`config.mk`:
```
export PLATFORM = sky130hd
export DESIGN_NAME = mmc1_mapper_gen_flat
export DESIGN_NICKNAME = d
export VERILOG_FILES = /design/src/rtl/mmc1_mapper_gen_pkg.sv /design/src/rtl/mmc1_mapper_gen_if.sv /design/src/rtl/mmc1_mapper_gen_m2_sync.sv /design/src/rtl/mmc1_mapper_gen.sv /design/src/flat_wrapper.sv
export SDC_FILE = /design/constraint.sdc
export NUM_CORES = 1
export LEC_CHECK = 0
export BUFFER_PORTS_ARGS = -buffer_cell sky130_fd_sc_hd__buf_2
export CORE_ASPECT_RATIO = 1.1
export CORE_MARGIN = 8
export CORE_UTILIZATION = 59
export DETAILED_ROUTE_END_ITERATION = 16
export PLACE_DENSITY = 0.85
export RECOVER_POWER = 50
export SLEW_MARGIN = 10
export SYNTH_ARGS = -nofsm -noshare
export SYNTH_HDL_FRONTEND = slang
export SYNTH_SLANG_ARGS = --single-unit
```
`constraint.sdc`:
```
create_clock -name CLK -period 2.5 [get_ports CLK]
set_input_delay 0.5 -clock CLK [delete_from_list [all_inputs] [get_ports CLK]]
set_output_delay 0.5 -clock CLK [all_outputs]
set_load 0.1 [all_outputs]
```
`src/rtl/mmc1_mapper_gen_pkg.sv`:
```
// Shared constants and types for the MMC1-class mapper: register select codes,
// init values, mirroring and PRG mode codes, and the pending-write record.
package mmc1_mapper_gen_pkg;

  localparam logic [1:0] SEL_CTRL = 2'b00;
  localparam logic [1:0] SEL_CHR0 = 2'b01;
  localparam logic [1:0] SEL_CHR1 = 2'b10;
  localparam logic [1:0] SEL_PRG  = 2'b11;

  localparam logic [4:0] SHIFT_INIT = 5'b10000;
  localparam logic [4:0] CTRL_INIT  = 5'b01100;

  localparam logic [1:0] MIR_ONE_LO = 2'b00;
  localparam logic [1:0] MIR_ONE_HI = 2'b01;
  localparam logic [1:0] MIR_VERT   = 2'b10;
  localparam logic [1:0] MIR_HORZ   = 2'b11;

  localparam logic [1:0] PRG_FIX_LO = 2'b10;
  localparam logic [1:0] PRG_FIX_HI = 2'b11;

  typedef struct packed {
    logic       d7;
    logic       d0;
    logic [1:0] sel;
  } wr_req_t;

endpackage

```
`src/rtl/mmc1_mapper_gen_if.sv`:
```
// Cartridge-edge bus bundle: CPU/PPU inputs and bank/CE outputs of the mapper.
// SUROM_OUTER_BANK_EN adds the PRG_A18 outer-bank line.
interface mmc1_mapper_gen_if #(
  parameter int PRG_BANK_W = 4,
  parameter int CHR_BANK_W = 5
);
  logic                  CPU_M2, nCPU_ROMSEL, nCPU_RW;
  logic                  CPU_A14, CPU_A13, CPU_D7, CPU_D0;
  logic                  PPU_A12, PPU_A11, PPU_A10;
  logic [PRG_BANK_W-1:0] PRG_A;
  logic [CHR_BANK_W-1:0] CHR_A;
  logic                  CIRAM_A10, nPRG_CE, nWRAM_CE;
`ifdef SUROM_OUTER_BANK_EN
  logic                  PRG_A18;

  modport master (
    output CPU_M2, nCPU_ROMSEL, nCPU_RW, CPU_A14, CPU_A13, CPU_D7, CPU_D0,
           PPU_A12, PPU_A11, PPU_A10,
    input  PRG_A, CHR_A, CIRAM_A10, nPRG_CE, nWRAM_CE, PRG_A18
  );
  modport slave (
    input  CPU_M2, nCPU_ROMSEL, nCPU_RW, CPU_A14, CPU_A13, CPU_D7, CPU_D0,
           PPU_A12, PPU_A11, PPU_A10,
    output PRG_A, CHR_A, CIRAM_A10, nPRG_CE, nWRAM_CE, PRG_A18
  );
`else
  modport master (
    output CPU_M2, nCPU_ROMSEL, nCPU_RW, CPU_A14, CPU_A13, CPU_D7, CPU_D0,
           PPU_A12, PPU_A11, PPU_A10,
    input  PRG_A, CHR_A, CIRAM_A10, nPRG_CE, nWRAM_CE
  );
  modport slave (
    input  CPU_M2, nCPU_ROMSEL, nCPU_RW, CPU_A14, CPU_A13, CPU_D7, CPU_D0,
           PPU_A12, PPU_A11, PPU_A10,
    output PRG_A, CHR_A, CIRAM_A10, nPRG_CE, nWRAM_CE
  );
`endif
endinterface

```
`src/rtl/mmc1_mapper_gen_m2_sync.sv`:
```
// M2 synchroniser: SYNC_STAGES flop chain into the CLK domain plus one-cycle
// rise/fall pulses derived from the synchronised level.
module mmc1_m2_sync #(
  parameter int SYNC_STAGES = 2
) (
  input  logic CLK,
  input  logic RST,
  input  logic m2_i,
  output logic m2_o,
  output logic rise_o,
  output logic fall_o
);

  logic [SYNC_STAGES-1:0] sync_q;
  logic                   prev_q;

  always_ff @(posedge CLK) begin
    if (RST) begin
      sync_q <= '0;
      prev_q <= 1'b0;
    end else begin
      sync_q <= {sync_q[SYNC_STAGES-2:0], m2_i};
      prev_q <= sync_q[SYNC_STAGES-1];
    end
  end

  assign m2_o   = sync_q[SYNC_STAGES-1];
  assign rise_o =  m2_o & ~prev_q;
  assign fall_o = ~m2_o &  prev_q;

endmodule

```
`src/rtl/mmc1_mapper_gen.sv`:
```
// MMC1-class mapper: oversampled CPU bus, serial register loads with RMW filter,
// combinational bank/CE/mirroring outputs. Optional macro: SUROM_OUTER_BANK_EN.
module mmc1_mapper_gen
  import mmc1_mapper_gen_pkg::*;
#(
  parameter int PRG_BANK_W   = 4,
  parameter int CHR_BANK_W   = 5,
  parameter int SYNC_STAGES  = 2,
  parameter int WRAM_PRESENT = 1
) (
  input logic              CLK,
  input logic              RST,
  mmc1_mapper_gen_if.slave bus
);

  logic       m2_s, m2_fall, m2_rise_unused;
  logic [4:0] shift_q, shift_d, ctrl_q, ctrl_d;
  logic [4:0] chr0_q, chr0_d, chr1_q, chr1_d, prg_q, prg_d;
  wr_req_t    pend_q, pend_d;
  logic       pend_v_q, pend_v_d, dbl_q, dbl_d;

  mmc1_m2_sync #(.SYNC_STAGES(SYNC_STAGES)) u_m2_sync (
    .CLK    (CLK),
    .RST    (RST),
    .m2_i   (bus.CPU_M2),
    .m2_o   (m2_s),
    .rise_o (m2_rise_unused),
    .fall_o (m2_fall)
  );

  always_comb begin
    shift_d  = shift_q;
    ctrl_d   = ctrl_q;
    chr0_d   = chr0_q;
    chr1_d   = chr1_q;
    prg_d    = prg_q;
    pend_d   = pend_q;
    pend_v_d = pend_v_q;
    dbl_d    = dbl_q;
    if (m2_s && !bus.nCPU_ROMSEL && !bus.nCPU_RW) begin
      pend_d.d7  = bus.CPU_D7;
      pend_d.d0  = bus.CPU_D0;
      pend_d.sel = {bus.CPU_A14, bus.CPU_A13};
      pend_v_d   = 1'b1;
    end
    // One commit per M2 cycle; a write right after a write cycle is the RMW echo.
    if (m2_fall) begin
      pend_v_d = 1'b0;
      dbl_d    = pend_v_q;
      if (pend_v_q && !dbl_q) begin
        if (pend_q.d7) begin
          shift_d = SHIFT_INIT;
          ctrl_d  = ctrl_q | CTRL_INIT;
        end else if (!shift_q[0]) begin
          shift_d = {pend_q.d0, shift_q[4:1]};
        end else begin
          shift_d = SHIFT_INIT;
          case (pend_q.sel)
            SEL_CTRL: ctrl_d = {pend_q.d0, shift_q[4:1]};
            SEL_CHR0: chr0_d = {pend_q.d0, shift_q[4:1]};
            SEL_CHR1: chr1_d = {pend_q.d0, shift_q[4:1]};
            default:  prg_d  = {pend_q.d0, shift_q[4:1]};
          endcase
        end
      end
    end
  end

  always_ff @(posedge CLK) begin
    if (RST) begin
      shift_q  <= SHIFT_INIT;
      ctrl_q   <= CTRL_INIT;
      chr0_q   <= '0;
      chr1_q   <= '0;
      prg_q    <= '0;
      pend_q   <= '0;
      pend_v_q <= 1'b0;
      dbl_q    <= 1'b0;
    end else begin
      shift_q  <= shift_d;
      ctrl_q   <= ctrl_d;
      chr0_q   <= chr0_d;
      chr1_q   <= chr1_d;
      prg_q    <= prg_d;
      pend_q   <= pend_d;
      pend_v_q <= pend_v_d;
      dbl_q    <= dbl_d;
    end
  end

  // Full 5-bit bank values are formed first and truncated to the port widths.
  logic [4:0] prg_full, chr_full, chr_sel;
  logic       wram_en;

  always_comb begin
    case (ctrl_q[3:2])
      PRG_FIX_LO: prg_full = bus.CPU_A14 ? prg_q : 5'b0;
      PRG_FIX_HI: prg_full = bus.CPU_A14 ? 5'b11111 : prg_q;
      default:    prg_full = {prg_q[4:1], bus.CPU_A14};
    endcase
    chr_sel  = (ctrl_q[4] && bus.PPU_A12) ? chr1_q : chr0_q;
    chr_full = ctrl_q[4] ? chr_sel : {chr0_q[4:1], bus.PPU_A12};
  end

  always_comb begin
    case (ctrl_q[1:0])
      MIR_ONE_LO: bus.CIRAM_A10 = 1'b0;
      MIR_ONE_HI: bus.CIRAM_A10 = 1'b1;
      MIR_VERT:   bus.CIRAM_A10 = bus.PPU_A10;
      default:    bus.CIRAM_A10 = bus.PPU_A11;
    endcase
  end

  assign wram_en       = ~prg_q[4] & (WRAM_PRESENT != 0);
  assign bus.PRG_A     = prg_full[PRG_BANK_W-1:0];
  assign bus.CHR_A     = chr_full[CHR_BANK_W-1:0];
  assign bus.nPRG_CE   = bus.nCPU_ROMSEL | ~bus.nCPU_RW;
  assign bus.nWRAM_CE  = ~(bus.CPU_M2 & bus.nCPU_ROMSEL & bus.CPU_A14 & bus.CPU_A13 & wram_en);
`ifdef SUROM_OUTER_BANK_EN
  assign bus.PRG_A18   = chr_sel[4];
`endif

  logic unused_bits;
  assign unused_bits = ^{prg_full, chr_full, chr_sel, m2_rise_unused};

endmodule
```
`src/flat_wrapper.sv`:
```
// flat-port wrapper written by rule: the top's interface ports become plain ports
module mmc1_mapper_gen_flat import mmc1_mapper_gen_pkg::*;
#(
  parameter int PRG_BANK_W   = 4,
  parameter int CHR_BANK_W   = 5,
  parameter int SYNC_STAGES  = 2,
  parameter int WRAM_PRESENT = 1
)
  (CLK, RST, bus_CPU_M2, bus_nCPU_ROMSEL, bus_nCPU_RW, bus_CPU_A14, bus_CPU_A13, bus_CPU_D7, bus_CPU_D0, bus_PPU_A12, bus_PPU_A11, bus_PPU_A10, bus_PRG_A, bus_CHR_A, bus_CIRAM_A10, bus_nPRG_CE, bus_nWRAM_CE);
  mmc1_mapper_gen_if #(.PRG_BANK_W(PRG_BANK_W), .CHR_BANK_W(CHR_BANK_W)) bus_i ();
  input logic CLK;
  input logic RST;
  input wire logic [$bits(bus_i.CPU_M2)-1:0] bus_CPU_M2;
  input wire logic [$bits(bus_i.nCPU_ROMSEL)-1:0] bus_nCPU_ROMSEL;
  input wire logic [$bits(bus_i.nCPU_RW)-1:0] bus_nCPU_RW;
  input wire logic [$bits(bus_i.CPU_A14)-1:0] bus_CPU_A14;
  input wire logic [$bits(bus_i.CPU_A13)-1:0] bus_CPU_A13;
  input wire logic [$bits(bus_i.CPU_D7)-1:0] bus_CPU_D7;
  input wire logic [$bits(bus_i.CPU_D0)-1:0] bus_CPU_D0;
  input wire logic [$bits(bus_i.PPU_A12)-1:0] bus_PPU_A12;
  input wire logic [$bits(bus_i.PPU_A11)-1:0] bus_PPU_A11;
  input wire logic [$bits(bus_i.PPU_A10)-1:0] bus_PPU_A10;
  output wire logic [$bits(bus_i.PRG_A)-1:0] bus_PRG_A;
  output wire logic [$bits(bus_i.CHR_A)-1:0] bus_CHR_A;
  output wire logic [$bits(bus_i.CIRAM_A10)-1:0] bus_CIRAM_A10;
  output wire logic [$bits(bus_i.nPRG_CE)-1:0] bus_nPRG_CE;
  output wire logic [$bits(bus_i.nWRAM_CE)-1:0] bus_nWRAM_CE;
  assign bus_i.CPU_M2 = bus_CPU_M2;
  assign bus_i.nCPU_ROMSEL = bus_nCPU_ROMSEL;
  assign bus_i.nCPU_RW = bus_nCPU_RW;
  assign bus_i.CPU_A14 = bus_CPU_A14;
  assign bus_i.CPU_A13 = bus_CPU_A13;
  assign bus_i.CPU_D7 = bus_CPU_D7;
  assign bus_i.CPU_D0 = bus_CPU_D0;
  assign bus_i.PPU_A12 = bus_PPU_A12;
  assign bus_i.PPU_A11 = bus_PPU_A11;
  assign bus_i.PPU_A10 = bus_PPU_A10;
  assign bus_PRG_A = bus_i.PRG_A;
  assign bus_CHR_A = bus_i.CHR_A;
  assign bus_CIRAM_A10 = bus_i.CIRAM_A10;
  assign bus_nPRG_CE = bus_i.nPRG_CE;
  assign bus_nWRAM_CE = bus_i.nWRAM_CE;
  mmc1_mapper_gen #(.PRG_BANK_W(PRG_BANK_W), .CHR_BANK_W(CHR_BANK_W), .SYNC_STAGES(SYNC_STAGES), .WRAM_PRESENT(WRAM_PRESENT)) u_core (.CLK(CLK), .RST(RST), .bus(bus_i));
endmodule
```
======== After elaboration in Yosys (flattened, before gate mapping) ========
Cells that the tools add are included.
word-level totals
  register bits after elaboration ......... 34
  bits in latches ......................... 0
  memory bits (writable) .................. 0
  memory bits (read-only) ................. 0
  input bits .............................. 12
  logic and storage cells ................. 61
  memories ................................ 0
operators by class
  $add $sub $neg .......................... 0
  multiply operators ...................... 0
  divide/modulo/power cells ............... 0
  magnitude comparators ................... 0
  eq/ne operators ......................... 6
  shift operators ......................... 0
  multiplexer cells ....................... 11
  bitwise operators ....................... 12
  reductions and logical operators ........ 19
operators by type and width
  cell                  count
  $mux W4               5
  $mux W5               4
  $reduce_and A5 Y1     4
  $eq A2 B2 Y1 const B  4
  $pmux W4 S2           1
  $not A1 Y1            6
  $and A1 B1 Y1         5
  $eq A2 B1 Y1 const B  2
  $logic_and A1 B1 Y1   4
  $logic_not A2 Y1      2
  $reduce_and A4 Y1     1
  $reduce_bool A2 Y1    2
  $logic_not A1 Y1      3
  $pmux W1 S3           1
  $reduce_or A3 Y1      1
  $reduce_and A2 Y1     1
  $reduce_or A2 Y1      1
  $or A1 B1 Y1          1

======== Logic depth before layout (Yosys ltp) ========
  depth after elaboration ................. 5
  mapped depth ............................ 5
  depth with buffers taken out ............ 3

======== By module ========
A second synthesis with hierarchy kept.
unflattened totals
  cells, all modules ...................... 168
  area, all modules ....................... 1527.7 um^2
by module, submodules not included
  module           times used  cells each  area each (um^2)  sequential area each (um^2)
  mmc1_mapper_gen  1           160         1436.4            620.6
  mmc1_m2_sync     1           8           91.3              60.1

======== Worst setup path after synthesis ========
Ideal clock, no wire load.
  kind .................................... in2out
  start point ............................. input bus_PPU_A10
  end point ............................... output bus_CIRAM_A10
  arrival ................................. 2084 ps
  data required time ...................... 2000 ps
  slack ................................... -84 ps
  cell stages on the path ................. 2
  buffers on the path ..................... 0
  cell sequence ........................... a21oi_1 > a31oi_1
on the way
  cells in the longest elaborated chain, start to end .. 1
RTL lines
  item             line                    RTL
  start, declared  flat_wrapper.sv:22      input wire logic [$bits(bus_i.PPU_A10)-1:0] bus_PPU_A10;
  $pmux W1 S3      mmc1_mapper_gen.sv:106  case (ctrl_q[1:0])
  end, declared    flat_wrapper.sv:25      output wire logic [$bits(bus_i.CIRAM_A10)-1:0] bus_CIRAM_A10;
No other way between the ends.

======== Worst setup path in the final report ========
  start point ............................. register u_core.ctrl_q[2]
  end point ............................... output bus_PRG_A[2]
on the way
  cells in the longest elaborated chain, start to end .. 2
RTL lines
  item                    line                   RTL
  start, declared         mmc1_mapper_gen.sv:17  logic [4:0] shift_q, shift_d, ctrl_q, ctrl_d;
  start signal, assigned  mmc1_mapper_gen.sv:81  ctrl_q <= ctrl_d;
  $eq A2 B2 Y1            mmc1_mapper_gen.sv:96  case (ctrl_q[3:2])
  $pmux W4 S2 *           mmc1_mapper_gen.sv:96
  end, declared           flat_wrapper.sv:23     output wire logic [$bits(bus_i.PRG_A)-1:0] bus_PRG_A;
Every way passes the cells marked *; elsewhere a longest branch is shown, timed or not.

==> impl_metrics.py <==
metrics = {
    "clocking": {
        "htreeDepth": 2,
        "cts_tree": "built",
        "cts.sinks": 34,
        "hold_buffers": 0,
        "post_cts_buffers": 0,
        "cts_made_buffers": 5,
        "path_clk_slew_ns": 0.10,
        "ctsResizeCount": 0,
        "cts_root_buf": "clkbuf_4",
        "insertion_delay_ns": 0.34,
        "cts_buffer_depth": 2,
    },
    "timing": {
        "drv_slew": 0,
        "worst_slew_pin_slew_ns": 1.417,
        "final.period_utilization": 0.8437,
        "fmax_ghz": 0.4741,
        "setup_violations": 0,
        "relSlewSlack": 0.05506,
        "min_period_ns": 2.109,
        "rsz0062_at_grt": "no",
        "clock-skew-final_ns": 0.004230,
        "hold_viol": 0,
        "setup_ws_ns": 0.3908,
        "setup_tns_ns": 0,
    },
    "floorplanning": {
        "initial_utilization": 0.6272,
        "core.rowCount": 19,
        "io_pins": 24,
        "die_height_um": 70.54,
        "fp.dieW_um": 65.58,
        "core_mm2": 0.002544,
        "die_area_mm2": 0.004626,
    },
    "global_route": {
        "track_usage": 0.1468,
        "grt_remaining_overflow": 0,
        "grt_pass1_wl_mm": 5.471,
        "antenna_found_initial": 0,
        "grt_max_degree": 44,
        "grt_pass1_vias": 1234,
    },
    "synthesis": {
        "syn_area_per_cell_um2": 9.787,
        "yosys.area.top_type_share": 0.4267,
        "synth.distinct_cells": 31,
        "synth_cells": 163,
        "ys_ff_latch": 34,
        "yosysWarningCount": 0,
        "syn_area_mm2": 0.001595,
        "synth_top_area_cell": "dfxtp_1",
        "yosys-top-cells-area": "dfxtp_1, mux2i_1, nand2b_1",
        "syn_nets": 175,
        "yosysSeqAreaShare": 0.4267,
    },
    "placed_design": {
        "place_hpwl_mm": 2.400,
        "post-place-ws_ns": 0.5637,
        "gp_congestion": 0.7854,
        "io_buffers": 23,
    },
    "route": {
        "wl_per_cell_um": 15.17,
        "first_pass_iters": 4,
        "drc": 0,
        "wirelength_mm": 3.306,
        "drtIter0Drc": 56,
        "vias": 1232,
        "viasPerCell": 5.651,
        "antenna_left": 0,
    },
    "run_status": {
        "status": "completed",
    },
    "worst_setup_path": {
        "crit_required_ns": 2.00,
        "crit_fanout": 7,
        "start_kind": "register",
        "end_kind": "output pin",
        "cp.arrival_ns": 1.61,
        "critical_path_class": "reg2out",
        "rrSetupSlack_ns": 1.15,
        "rr_worst_depth": 3,
    },
    "final_layout": {
        "area_growth_syn_to_layout_pct": 10.67,
        "antenna_cells": 0,
        "n_fill_cell": 198,
        "final_nets": 199,
        "drive_gt1_frac": 0.2299,
    },
    "power_and_ir_drop": {
        "power_leakage_uw": 0.0007793,
        "powerDensity_mw_per_mm2": 585.7,
        "vdd_drop_max_mv": 0.4552,
    },
    "worst_hold_path": {
        "hp-class": "in2reg",
        "hold_depth": 3,
    },
    "flow_run": {
        "cap_violations": 0,
    },
}
-- sequential cells by signal, indices dropped and copies added (netlist names) --
register	cells
u_core.pend_v_q	1
u_core.pend_q	4
u_core.dbl_q	1
u_core.u_m2_sync.sync_q	2
u_core.u_m2_sync.prev_q	1
u_core.prg_q	5
u_core.shift_q	5
u_core.ctrl_q	5
u_core.chr0_q	5
u_core.chr1_q	5
-- critical path, stage by stage, from the launching register on --
cell      delay, ns
dfxtp_1        0.45
nand2b_1       0.21
a21oi_1        0.08
nor2_1         0.09
buf_2          0.43
-- cells by family after synthesis --
kind of cell	synth area share
flops	0.4267
buf+inv	0.02980
simple gates	0.2996
compound gates	0.07137
mux	0.1725
-- layout make-up --
| type | count | area (um^2) | area share |
|---|---|---|---|
| clock buffers | 5 | 37.54 | 0.02126 |
| inverters | 1 | 3.754 | 0.002126 |
| multi-input cells | 121 | 873.3 | 0.4947 |
| repair buffers | 24 | 121.4 | 0.06875 |
| well taps | 31 | 38.79 | 0.02197 |
| clock inverters | 2 | 10.01 | 0.005670 |
| flip-flops and latches | 34 | 680.7 | 0.3855 |
-- through the flow --
step,cell area (um^2),hold slack [ns],power [uW],utilization,std cells
after global routing,1765,0.4051,1070,0.6940,218
after detailed placement,1719,0.4270,759.7,0.6758,211
after floorplan,1602,0.4138,726.4,-,163
final,1765,0.3907,1034,0.6940,218
after global placement,1719,0.4212,755.7,0.6758,211
after CTS,1767,0.3805,1040,0.6945,218
-- final timing paths --
check | to | startpoint
min reg2reg | u_core.u_m2_sync.sync_q[1] | u_core.u_m2_sync.sync_q[0]
max reg2reg | u_core.pend_q[3] | u_core.u_m2_sync.sync_q[1]
min | u_core.pend_q[2] | bus_CPU_D0
max | bus_PRG_A[2] | u_core.ctrl_q[2]
-- placed cells by master (no fill, tap or decap), drive strengths merged, types with 5 or more instances in the layout --
cell type  count
dfxtp         34
nand2b        28
mux2i         23
buf           23
a21oi         15
nor2          14
nand2          7
clkbuf         6
nor2b          5
-- power breakdown --
| group | internal (uW) | switching, uW |
|---|---|---|
| registers | 550 | 14.2 |
| clock network | 101 | 185 |
| logic | 43.8 | 140 |
-- cells in the mapped netlist, drive strengths merged --
master and number:
mux2 4, clkbuf 2, nor4 3, nand4bb 1, and4bb 2, nor4b 1
nor2b 5, dfxtp 34, nor3 4, a31oi 1, nor4bb 1, o21bai 1
mux2i 23, nor3b 2, nand2 7, nand3 4, nor2 14, a21oi 15
nand4b 1, nand4 1, a211oi 2, nand2b 28, inv 1, and2 1
buf 5
-- layer usage --
metal	up-vias	GRT usage	part of all wire
met5	-	0	0
met4	0	0.07524	0.021
met3	7	0.04409	0.041
met2	22	0.2508	0.52
met1	592	0.1585	0.42
li1	611	-	-
Power figures use the tool's default switching activity.
